## config.mk

```make
export PLATFORM = sky130hd
export DESIGN_NAME = pulse_timer_ctrl
export DESIGN_NICKNAME = d
export VERILOG_FILES = /design/src/rtl/pulse_timer_ctrl.sv
export SDC_FILE = /design/constraint.sdc
export NUM_CORES = 1
export LEC_CHECK = 0
export CELL_PAD_IN_SITES_DETAIL_PLACEMENT = 1
export CELL_PAD_IN_SITES_GLOBAL_PLACEMENT = 2
export CORE_MARGIN = 3
export CORE_UTILIZATION = 33
export CTS_CLUSTER_DIAMETER = 200
export DETAILED_ROUTE_END_ITERATION = 6
export PLACE_DENSITY = 0.88
export SYNTH_ARGS = -nofsm -noshare
export SYNTH_HDL_FRONTEND = slang
export SYNTH_SLANG_ARGS = --single-unit
```

## constraint.sdc

```tcl
create_clock -name clk -period 3.68 [get_ports clk]
set_input_delay 0.92 -clock clk [delete_from_list [all_inputs] [get_ports clk]]
set_output_delay 0.92 -clock clk [all_outputs]
set_load 0.03 [all_outputs]
```

## src/rtl/pulse_timer_ctrl.sv

```systemverilog
// pulse_timer_ctrl
//   Programmable tick generator with a small control FSM. Configuration
//   (divisor, tick count, periodic flag) is loaded through a valid/ready
//   handshake. The block is then started and stopped. While running, it
//   emits a one-cycle tick every div_eff cycles and counts ticks down.
//   On the last tick of a period it pulses done and sets a sticky irq.
//   A one-shot run then returns to ARMED. A periodic run reloads and keeps
//   going.
//
//   Ports
//     clk          clock, all state on rising edge
//     rst          asynchronous active-low reset
//     cfg_valid    configuration request
//     cfg_ready    high in IDLE and ARMED (configuration accepted)
//     cfg_div      prescale divisor, 0 behaves as 1
//     cfg_count    ticks per period, 0 behaves as 1
//     cfg_periodic 1 = reload and keep running after the final tick
//     start        begin (ARMED) or resume (PAUSE) counting
//     stop         pause counting while in RUN
//     irq_clear    clear sticky irq
//     tick         1-cycle pulse every div_eff cycles in RUN
//     done         1-cycle pulse together with the final tick of a period
//     irq          sticky, set together with done
//     busy         high in RUN or PAUSE
//     remaining    ticks left in the current period
module pulse_timer_ctrl #(
    parameter int Width    = 8,
    parameter int CntWidth = 16
) (
    input  logic                clk,
    input  logic                rst,
    input  logic                cfg_valid,
    output logic                cfg_ready,
    input  logic [Width-1:0]    cfg_div,
    input  logic [CntWidth-1:0] cfg_count,
    input  logic                cfg_periodic,
    input  logic                start,
    input  logic                stop,
    input  logic                irq_clear,
    output logic                tick,
    output logic                done,
    output logic                irq,
    output logic                busy,
    output logic [CntWidth-1:0] remaining
);

    typedef enum logic [1:0] {IDLE, ARMED, RUN, PAUSE} state_t;

    localparam logic [Width-1:0]    DivOne = Width'(1);
    localparam logic [CntWidth-1:0] CntOne = CntWidth'(1);

    // A zero divisor or zero count is treated as one.
    function automatic logic [Width-1:0] clamp_div(input logic [Width-1:0] d);
        return (d == '0) ? DivOne : d;
    endfunction

    function automatic logic [CntWidth-1:0] clamp_cnt(input logic [CntWidth-1:0] c);
        return (c == '0) ? CntOne : c;
    endfunction

    state_t              state;
    logic [Width-1:0]    div_eff;
    logic [CntWidth-1:0] cnt_eff;
    logic                periodic;
    logic [Width-1:0]    prescaler;
    logic [Width-1:0]    div_last;
    logic                cfg_accept;

    assign cfg_ready  = (state == IDLE) || (state == ARMED);
    assign busy       = (state == RUN) || (state == PAUSE);
    assign cfg_accept = cfg_valid && cfg_ready;
    // div_eff is never 0 outside IDLE, so this subtraction cannot wrap while
    // the prescaler is actually running.
    assign div_last   = div_eff - DivOne;

    always_ff @(posedge clk or negedge rst) begin
        if (!rst) begin
            state     <= IDLE;
            div_eff   <= '0;
            cnt_eff   <= '0;
            periodic  <= 1'b0;
            prescaler <= '0;
            remaining <= '0;
            tick      <= 1'b0;
            done      <= 1'b0;
            irq       <= 1'b0;
        end else begin
            tick <= 1'b0;
            done <= 1'b0;
            // A set later in this block overrides the clear.
            if (irq_clear) begin
                irq <= 1'b0;
            end

            if (cfg_accept) begin
                div_eff   <= clamp_div(cfg_div);
                cnt_eff   <= clamp_cnt(cfg_count);
                periodic  <= cfg_periodic;
                remaining <= clamp_cnt(cfg_count);
            end

            case (state)
                IDLE: begin
                    if (cfg_accept) begin
                        state <= ARMED;
                    end
                end
                ARMED: begin
                    // A configuration write takes precedence over start.
                    if (!cfg_accept && start) begin
                        state     <= RUN;
                        prescaler <= '0;
                    end
                end
                RUN: begin
                    // stop freezes everything, including a tick due this edge.
                    if (stop) begin
                        state <= PAUSE;
                    end else if (prescaler == div_last) begin
                        prescaler <= '0;
                        tick      <= 1'b1;
                        if (remaining == CntOne) begin
                            done      <= 1'b1;
                            irq       <= 1'b1;
                            remaining <= cnt_eff;
                            if (!periodic) begin
                                state <= ARMED;
                            end
                        end else begin
                            remaining <= remaining - CntOne;
                        end
                    end else begin
                        prescaler <= prescaler + DivOne;
                    end
                end
                PAUSE: begin
                    // The prescaler resumes from its frozen value.
                    if (start && !stop) begin
                        state <= RUN;
                    end
                end
                default: state <= IDLE;
            endcase
        end
    end

endmodule
```

==> flow_metrics.py, run 1 <==
metrics = {
    "routing": {
        "drtAntennaViolNets": 0,
        "drtIter0Drc": 95,
        "post_drt_wl_per_cell_um": 17.7,
        "drc": 0,
        "vias": 2587,
        "wirelength_mm": 8.34,
        "avgViaCountPerCell": 5.49,
        "drtPass1Iterations": 4,
    },
    "timing": {
        "period_minus_slack_ns": 2.82,
        "setup_tns_ns": 0,
        "slew_viol_final": 0,
        "worst_pin_slew_ns": 0.743,
        "rsz0062_at_grt": "false",
        "hold_viol_final": 0,
        "clock.fmax_ghz": 0.355,
        "period_share_pct": 76.6,
        "skew_ns": 0.0102,
        "setup_viol": 0,
        "slew_headroom_pct": 50.5,
        "holdWs_ns": 0.495,
    },
    "die": {
        "die_w_um": 101,
        "die_area_sq_um": 10200,
        "rows": 34,
        "coreArea_sq_um": 8760,
        "initial_core_util_pct": 34.1,
        "pin_count": 52,
        "die_h_um": 101,
    },
    "clock_tree": {
        "path_clk_slew_ns": 0.11,
        "cts_tree": "built",
        "cts_sinks": 54,
        "holdBufCountCts": 0,
        "clk_path_buf_depth": 2,
        "cts_setup_buffers": 0,
        "cts_made_buffers": 5,
        "insertion_delay_ns": 0.32,
        "root_buffer": "clkbuf_8",
        "postCtsResizedCells": 0,
        "cts-htree-levels": 2,
    },
    "global_route": {
        "grt_overflow": 0,
        "grt_max_degree": 55,
        "gr-usage-all-layers_pct": 17.5,
        "antenna_found_initial": 0,
        "grt_pass1_wl_mm": 14.4,
        "grt_pass1_vias": 2869,
    },
    "yosys": {
        "yosysSeqAreaShare_pct": 45.2,
        "yosysWarnings": 0,
        "synth_top_area_cell": "dfrtp_1",
        "syn_avg_cell_area_sq_um": 9.62,
        "syn_inst": 311,
        "async_reset_ff_share_pct": 100,
        "ys.flop_type": "dfrtp_1",
        "netlist_area_sq_um": 2990,
        "ys_top_cells_by_area": "dfrtp_1 45%, mux2i_1 6.7%, a22o_1 4.4%, nand2_1 4.4%, a22oi_1 4.0%",
        "syn-num-nets": 346,
        "synth_edf_count": 0,
        "synth.distinct_cells": 45,
        "synth_top_area_share_pct": 45.2,
        "ys_ff_latch": 54,
    },
    "critical_path": {
        "critical_path_class": "reg2reg",
        "crit_fanout": 19,
        "cp_slowest_cell": "or4_4",
        "path_cells": "or4_4 > o21a_1 > nor4_2 > o2111ai_2 > or4_1 > buf_4 > mux2i_1",
        "arrival_ns": 3.01,
        "worstPathRequired_ns": 3.88,
        "crit_path_end_kind": "flop",
        "critPathLaunchType": "flop",
        "cpPeakStageDelay_ns": 0.52,
    },
    "power": {
        "pwr_density_cell_nw_per_um2": 816,
        "p_leak_nw": 1.65,
        "ir_drop_uv": 317,
    },
    "cells_and_area": {
        "syn2layout_area_growth_pct": 24.6,
        "fin_nets": 397,
        "num-fill-cells": 1021,
        "insertedDiodeCount": 0,
        "layout-drive-gt1-share_pct": 6.61,
    },
    "place": {
        "place_congestion": 0.768,
        "dp_hpwl_mm": 5.90,
        "portBuffers": 51,
    },
    "min_path": {
        "hold_path.class": "reg2reg",
    },
    "job": {
        "maxCapViolations": 0,
    },
    "run_status": {
        "outcome": "finished, final reports clean",
    },
}
==> final timing paths <==
kind                            endpoint        from  cells past startpoint  slack [ns]
min reg2reg                     periodic    periodic                      2        0.49
max in group asynchronous       state[1]         rst                      2        2.44
max                        remaining[10]  div_eff[2]                      7        0.86
min                             periodic    periodic                      2        0.49
min in group asynchronous   prescaler[7]         rst                      2        0.74
max reg2reg                remaining[10]  div_eff[2]                      7        0.86
==> stage by stage <==
| stage | power, mW | instances | cell area (sq um) | setup slack [ns] | util (%) |
|---|---|---|---|---|---|
| after floorplan | 2.14 | 311 | 2990 | 1.09 | - |
| after global placement | 2.64 | 463 | 3630 | 0.633 | 41.4 |
| after detailed placement | 2.69 | 463 | 3630 | 0.534 | 41.4 |
| after CTS | 3.07 | 471 | 3720 | 0.821 | 42.5 |
| after global routing | 3.32 | 471 | 3720 | 0.619 | 42.5 |
| final | 3.04 | 471 | 3720 | 0.861 | 42.5 |
==> cells in the mapped netlist, types with 3 or more instances <==
master     n
mux2i_1   20
a22o_1    15
nor4b_1    3
a21oi_1   15
o21ai_0    7
o22ai_1    4
nand3_1    5
clkbuf_1  13
nor2_1    25
o31ai_1    4
nand4_1    5
nor4_1     6
nor3_1    10
nand2b_1   4
ha_1       4
xnor2_1   11
xor2_1     9
nand4b_1   3
dfrtp_1   54
nor2b_1    3
inv_1     14
a22oi_1   16
nand2_1   35
==> metal layers <==
metal / vias up / GRT usage [%] / wire length [um]
met5: - / 0 / 0
met4: 0 / 4.40 / 136
met3: 10 / 3.17 / 359
met2: 59 / 29.4 / 4150
met1: 1286 / 23.4 / 3700
li1: 1232 / - / -
==> worst max-delay path, delay by kind of cell, from the launching register on <==
family                 cells  cell delay [ns]
buffers and inverters      1             0.25
multiplexers               1             0.16
AO/OA/AOI/OAI              2             0.50
flip-flops                 1             0.47
AND/OR/NAND/NOR            3             1.29
==> final cells by class <==
| class | instances | area [sq um] | area share, % |
|---|---|---|---|
| tap | 108 | 135 | 3.63 |
| clock inverter | 2 | 12.5 | 0.336 |
| inverter | 14 | 52.6 | 1.41 |
| sequential | 54 | 1350 | 36.3 |
| clock buffer | 6 | 82.6 | 2.22 |
| timing repair buffer | 60 | 573 | 15.4 |
| multi-input combinational | 227 | 1520 | 40.7 |
==> cells in the final DEF, fill, tap and decap left out, drive strengths merged, types with 2 or more instances in the layout <==
master         instances
o21ai                  7
o211ai                 2
dfrtp                 54
o31ai                  4
mux2i                 20
a22oi                 16
inv                   14
nor3                  10
nand4b                 3
a22o                  15
nand4                  5
xnor2                 11
buf                   10
clkdlybuf4s50         50
nor2b                  3
xor2                   9
nor4b                  3
o31a                   2
ha                     4
o211a                  2
nand2b                 4
or4                    3
nand2                 35
nor2                  25
nand3                  5
clkbuf                 6
o22ai                  4
nor4                   7
a21oi                 15
==> state kept, by name (all words and copies together), names as in the netlist <==
register,flops
cnt_eff,16
remaining,16
div_eff,8
prescaler,8
state,2
done,1
irq,1
periodic,1
tick,1
==> logic make-up after synthesis <==
group	after synthesis	share of synthesized area, %
fa+ha+maj	4	1.67
flops	54	45.2
mux	20	6.69
buf+inv	30	4.39
compound gates	77	18.7
simple gates	106	17.5
xor+xnor	20	5.86
==> power by group <==
| group | switching, mW | internal, mW |
|---|---|---|
| clock | 0.210 | 0.152 |
| sequential | 0.324 | 0.849 |
| combinational | 0.810 | 0.694 |
| total | 1.35 | 1.70 |
No activity file was read; power rests on OpenSTA's default activity.
==> run 2, diff against run 1 <==
Settings changed: CORE_UTILIZATION 33 to 30, PLACE_DENSITY 0.88 to 0.85.
Clock period 3.68 ns to 2.4 ns, I/O delays scaled along.
==> flow_metrics.py, run 2 (synthesis gave the netlist of run 1 again) <==
metrics = {
    "timing": {
        "clock.fmax_ghz": 0.400,
        "period_minus_slack_ns": 2.50,
        "slew_viol_final": 0,
        "worst_pin_slew_ns": 0.724,
        "period_share_pct": 104,
        "rsz0062_at_grt": "true",
        "slew_headroom_pct": 51.7,
        "setup_tns_ns": -0.994,
        "skew_ns": 0.0112,
        "setup_slack_ns": -0.0970,
        "setup_viol": 17,
        "hold_viol_final": 0,
    },
    "critical_path": {
        "cpPeakStageDelay_ns": 0.57,
        "path_common_cell": "or4_4",
        "crit_fanout": 10,
        "cp_num_buf_inv": 1,
        "arrival_ns": 2.70,
        "r2r_setup_slack_ns": -0.1,
        "path_cells": "or4_4 > o21a_4 > nor4_4 > o2111ai_2 > or4_4 > buf_12 > mux2i_2",
        "cp_slowest_cell": "or4_4",
        "critical_path_class": "reg2reg",
        "r2r_start": "div_eff[1]",
        "critPathLaunchType": "flop",
        "r2r_end": "remaining[9]",
        "reg2regPathDepth": 7,
        "path_delay_family": "simple AND/OR/NAND/NOR gates",
        "worstPathRequired_ns": 2.60,
        "startpoint": "div_eff[1]",
        "crit_path_end_kind": "flop",
    },
    "clock_tree": {
        "path_clk_slew_ns": 0.11,
        "insertion_delay_ns": 0.32,
        "cts_made_buffers": 5,
        "clk_path_buf_depth": 2,
        "root_buffer": "clkbuf_8",
        "holdBufCountCts": 0,
        "cts_tree": "built",
        "cts_sinks": 54,
        "cts-htree-levels": 2,
    },
    "place": {
        "place_congestion": 0.760,
        "dp_hpwl_mm": 6.45,
        "dp.cells": 504,
        "portBuffers": 51,
    },
    "power": {
        "ir_drop_uv": 548,
        "pwr_density_cell_nw_per_um2": 1240,
        "p_total_mw": 4.93,
        "p_leak_nw": 1.76,
    },
    "die": {
        "die_h_um": 106,
        "die_area_sq_um": 11200,
        "pin_count": 52,
        "die_w_um": 106,
        "rows": 35,
        "initial_core_util_pct": 31.6,
        "coreArea_sq_um": 9460,
    },
    "cells_and_area": {
        "layout-drive-gt1-share_pct": 13.3,
        "most-common-layout-cells": "54 x dfrtp_1, 50 x clkdlybuf4s50_1, 35 x nand2_1",
        "fin_util_pct": 42.0,
        "largestRegisters": "cnt_eff (16), remaining (16)",
        "insertedDiodeCount": 0,
        "stdcell_count": 513,
        "syn2layout_area_growth_pct": 32.9,
        "layout_commonest_cell": "dfrtp_1",
        "fin_nets": 418,
    },
    "min_path": {
        "hold_path.class": "in2async",
    },
    "global_route": {
        "grt_max_degree": 55,
        "grt_pass1_vias": 2940,
        "gr-usage-all-layers_pct": 16.3,
        "grt_pass1_wl_mm": 14.7,
        "grt_overflow": 0,
        "antenna_found_initial": 0,
    },
    "routing": {
        "drtPass1Iterations": 4,
        "vias": 2678,
        "post_drt_wl_per_cell_um": 16.8,
        "avgViaCountPerCell": 5.22,
        "drtIter0Drc": 110,
        "wirelength_mm": 8.61,
        "drtAntennaViolNets": 0,
        "drc": 0,
    },
    "run_status": {
        "outcome": "complete, but fails checks",
        "violations": "setup timing",
    },
    "job": {
        "maxCapViolations": 0,
    },
}
-- run 2: layout make-up --
class	instances	area, sq um
fillers	1112	5480
multi-input cells	227	1570
flip-flops and latches	54	1350
repair buffers	81	747
well taps	129	161
clock buffers	6	72.6
inverters	14	52.6
clock inverters	2	16.3
-- run 2: routing by layer --
metal	wire [um]	global-route usage, %	vias up
met5	0	0	-
met4	150	5.83	0
met3	306	2.76	15
met2	4420	27.8	55
met1	3730	20.8	1337
li1	-	-	1271
-- run 2: worst max-delay path by stage --
stage               cells after the start             to  slack [ns]
floorplan                               8  remaining[13]       -0.19
global placement                        7   remaining[4]       -0.07
detailed placement                      7   remaining[7]       -0.17
CTS                                     7   remaining[9]        -0.1
global route                            7   remaining[9]       -0.20
finish                                  7   remaining[9]        -0.1
-- run 2: what timing repair did --
| action | 4_1_cts | 5_1_grt |
|---|---|---|
| setup endpoints to repair | 19 | 22 |
| resized for setup | 4 | 8 |
| buffers inserted | 1 | 0 |
| pin swaps | 3 | 1 |
| gates cloned | 0 | 0 |
-- run 2: power by group --
| part | switching [mW] | internal, mW |
|---|---|---|
| clock | 0.328 | 0.211 |
| combinational | 1.38 | 1.25 |
| sequential | 0.457 | 1.30 |
| total | 2.16 | 2.77 |
-- run 2: worst reg2reg max path, cell delays in order, from the launching register on --
cell,delay (ns)
dfrtp_1,0.40
or4_4,0.57
o21a_4,0.23
nor4_4,0.23
o2111ai_2,0.14
or4_4,0.48
buf_12,0.18
mux2i_2,0.16
-- run 2: stage by stage --
step / area (sq um) / worst slack, ns / hold WS (ns)
after floorplan: 3000 / -0.186 / 0.304
after global placement: 3820 / -0.0717 / 0.472
final: 3980 / -0.0970 / 0.405
after CTS: 3930 / -0.0997 / 0.428
after global routing: 3980 / -0.200 / 0.460
after detailed placement: 3820 / -0.166 / 0.471
==> run 3, diff against run 2 <==
Settings changed: CAP_MARGIN set to 20, CORE_UTILIZATION 30 to 31, CTS_BUF_LIST set to sky130_fd_sc_hd__clkbuf_2 sky130_fd_sc_hd__clkbuf_4 sky130_fd_sc_hd__clkbuf_8, PLACE_DENSITY 0.85 to 0.87.
==> flow_metrics.py, run 3 (synthesis gave the netlist of run 1 again) <==
metrics = {
    "critical_path": {
        "crit_path_end_kind": "flop",
        "worstPathRequired_ns": 2.60,
        "crit_fanout": 10,
        "arrival_ns": 2.65,
        "critPathLaunchType": "flop",
        "critical_path_class": "reg2reg",
    },
    "power": {
        "p_clk_share_pct": 11.5,
        "seqPwrFrac_pct": 35.5,
        "comb_power_share_pct": 53.0,
        "p_leak_nw": 1.79,
        "ir_drop_uv": 628,
        "p_switching_mw": 2.20,
        "internal_power_mw": 2.79,
        "netSwitchingFraction_pct": 44.0,
        "pwr_density_cell_nw_per_um2": 1240,
    },
    "timing": {
        "worst_pin_slew_ns": 0.709,
        "clock.fmax_ghz": 0.407,
        "slew_viol_final": 0,
        "slew_headroom_pct": 52.8,
        "hold_viol_final": 0,
        "period_minus_slack_ns": 2.45,
        "period_share_pct": 102,
        "setup_viol": 16,
        "rsz0062_at_grt": "true",
        "skew_ns": 0.00948,
        "setup_slack_ns": -0.0549,
    },
    "run_status": {
        "outcome": "complete, but fails checks",
        "violations": "setup timing",
    },
    "place": {
        "pre_cts_slack_ns": -0.132,
        "dp_hpwl_mm": 6.28,
        "place_congestion": 0.773,
        "placed_area_sq_um": 3810,
        "portBuffers": 51,
    },
    "global_route": {
        "grt_max_degree": 55,
        "antenna_found_initial": 0,
        "gr-usage-all-layers_pct": 16.8,
        "grt_pass1_wl_mm": 15.1,
        "grt_overflow": 0,
        "grt_pass1_vias": 2991,
    },
    "routing": {
        "drtPass1Iterations": 4,
        "drtAntennaViolNets": 0,
        "wirelength_mm": 8.78,
        "drc": 0,
        "vias": 2704,
        "post_drt_wl_per_cell_um": 17.2,
        "avgViaCountPerCell": 5.30,
        "drtIter0Drc": 66,
    },
    "cells_and_area": {
        "fin_nets": 415,
        "syn2layout_area_growth_pct": 34.2,
        "largestRegisters": "cnt_eff (16), remaining (16)",
        "num-fill-cells": 1062,
        "layout-drive-gt1-share_pct": 13.1,
        "layout_commonest_cell": "dfrtp_1",
        "most-common-layout-cells": "54 x dfrtp_1, 49 x clkdlybuf4s50_1, 35 x nand2_1",
        "final_cell_area_sq_um": 4010,
        "insertedDiodeCount": 0,
    },
    "die": {
        "pin_count": 52,
        "die_area_sq_um": 10900,
        "die_h_um": 104,
        "coreArea_sq_um": 9330,
        "die_w_um": 104,
        "rows": 35,
        "initial_core_util_pct": 32.1,
    },
    "clock_tree": {
        "clk_path_buf_depth": 2,
        "cts_tree": "built",
        "cts_sinks": 54,
        "cts_made_buffers": 5,
        "cts-htree-levels": 2,
        "root_buffer": "clkbuf_8",
        "insertion_delay_ns": 0.31,
        "path_clk_slew_ns": 0.11,
    },
    "min_path": {
        "hold_path.class": "in2async",
    },
    "job": {
        "maxCapViolations": 0,
    },
}
==> run 3: cell count changes in the layout (fill, tap and decap cells not counted), sizes merged <==
cell,before,now
clkdlybuf4s50,50,49
dlymetal6s2s,0,1
buf,31,28
==> run 3: what timing repair did <==
action,CTS,global route
gates cloned,1,0
hold buffers,0,0
endpoints found under the hold margin,0,0
endpoints found under the setup margin,19,26
pin swaps,4,4
resized for setup,4,13
buffers inserted,0,1
==> run 3: final cells by class <==
cell class	instances	area [sq um]	share of cell area, %
clock buffers	6	82.6	2.06
clock inverters	2	16.3	0.405
inverters	14	52.6	1.31
multi-input cells	227	1590	39.5
flip-flops and latches	54	1350	33.7
well taps	129	161	4.02
repair buffers	78	763	19.0
==> run 3: per-layer routing <==
metal	global-route usage, %	vias up	routed length [um]
li1	-	1270	-
met1	21.8	1376	3880
met2	29.2	50	4530
met3	3.29	8	284
met4	3.32	0	93
met5	0	-	0
==> run 3: worst max-delay path, stage by stage (launching register included) <==
cell	delay [ns]
dfrtp_1	0.41
or4_4	0.56
o21a_1	0.24
nor4_4	0.15
o2111ai_2	0.15
or4_4	0.51
buf_12	0.18
mux2i_1	0.12
==> run 3: per-stage QoR <==
step / hold slack (ns) / instances / power, mW / utilization, % / setup TNS [ns]
final: 0.417 / 510 / 4.99 / 43.0 / -0.707
after global routing: 0.468 / 510 / 5.41 / 43.0 / -3.10
after CTS: 0.445 / 509 / 4.95 / 42.4 / -1.05
after detailed placement: 0.488 / 500 / 4.34 / 40.9 / -2.04
after global placement: 0.464 / 500 / 4.20 / 40.9 / -0.920
after floorplan: 0.304 / 311 / 3.31 / - / -1.96
==> run 3: power groups by stage <==
stage          Sequential (mW)  Clock (mW)  Combinational (mW)
2_1_floorplan             1.91           0                1.40
6_report                  1.77       0.571                2.65
5_1_grt                   1.85       0.647                2.91
3_3_place_gp              1.75           0                2.45
3_5_place_dp              1.77           0                2.57
4_1_cts                   1.76       0.591                2.61
==> run 3: final timing paths <==
kind / cells past startpoint / start / end / slack (ns)
worst max-delay path: 7 / div_eff[1] / remaining[10] / -0.05
worst min-delay path: 2 / rst / div_eff[6] / 0.42
worst max register to register: 7 / div_eff[1] / remaining[10] / -0.05
worst min register to register: 2 / div_eff[7] / div_eff[7] / 0.52
max in group asynchronous: 2 / rst / remaining[1] / 1.52
min in group clk: 2 / div_eff[7] / div_eff[7] / 0.52
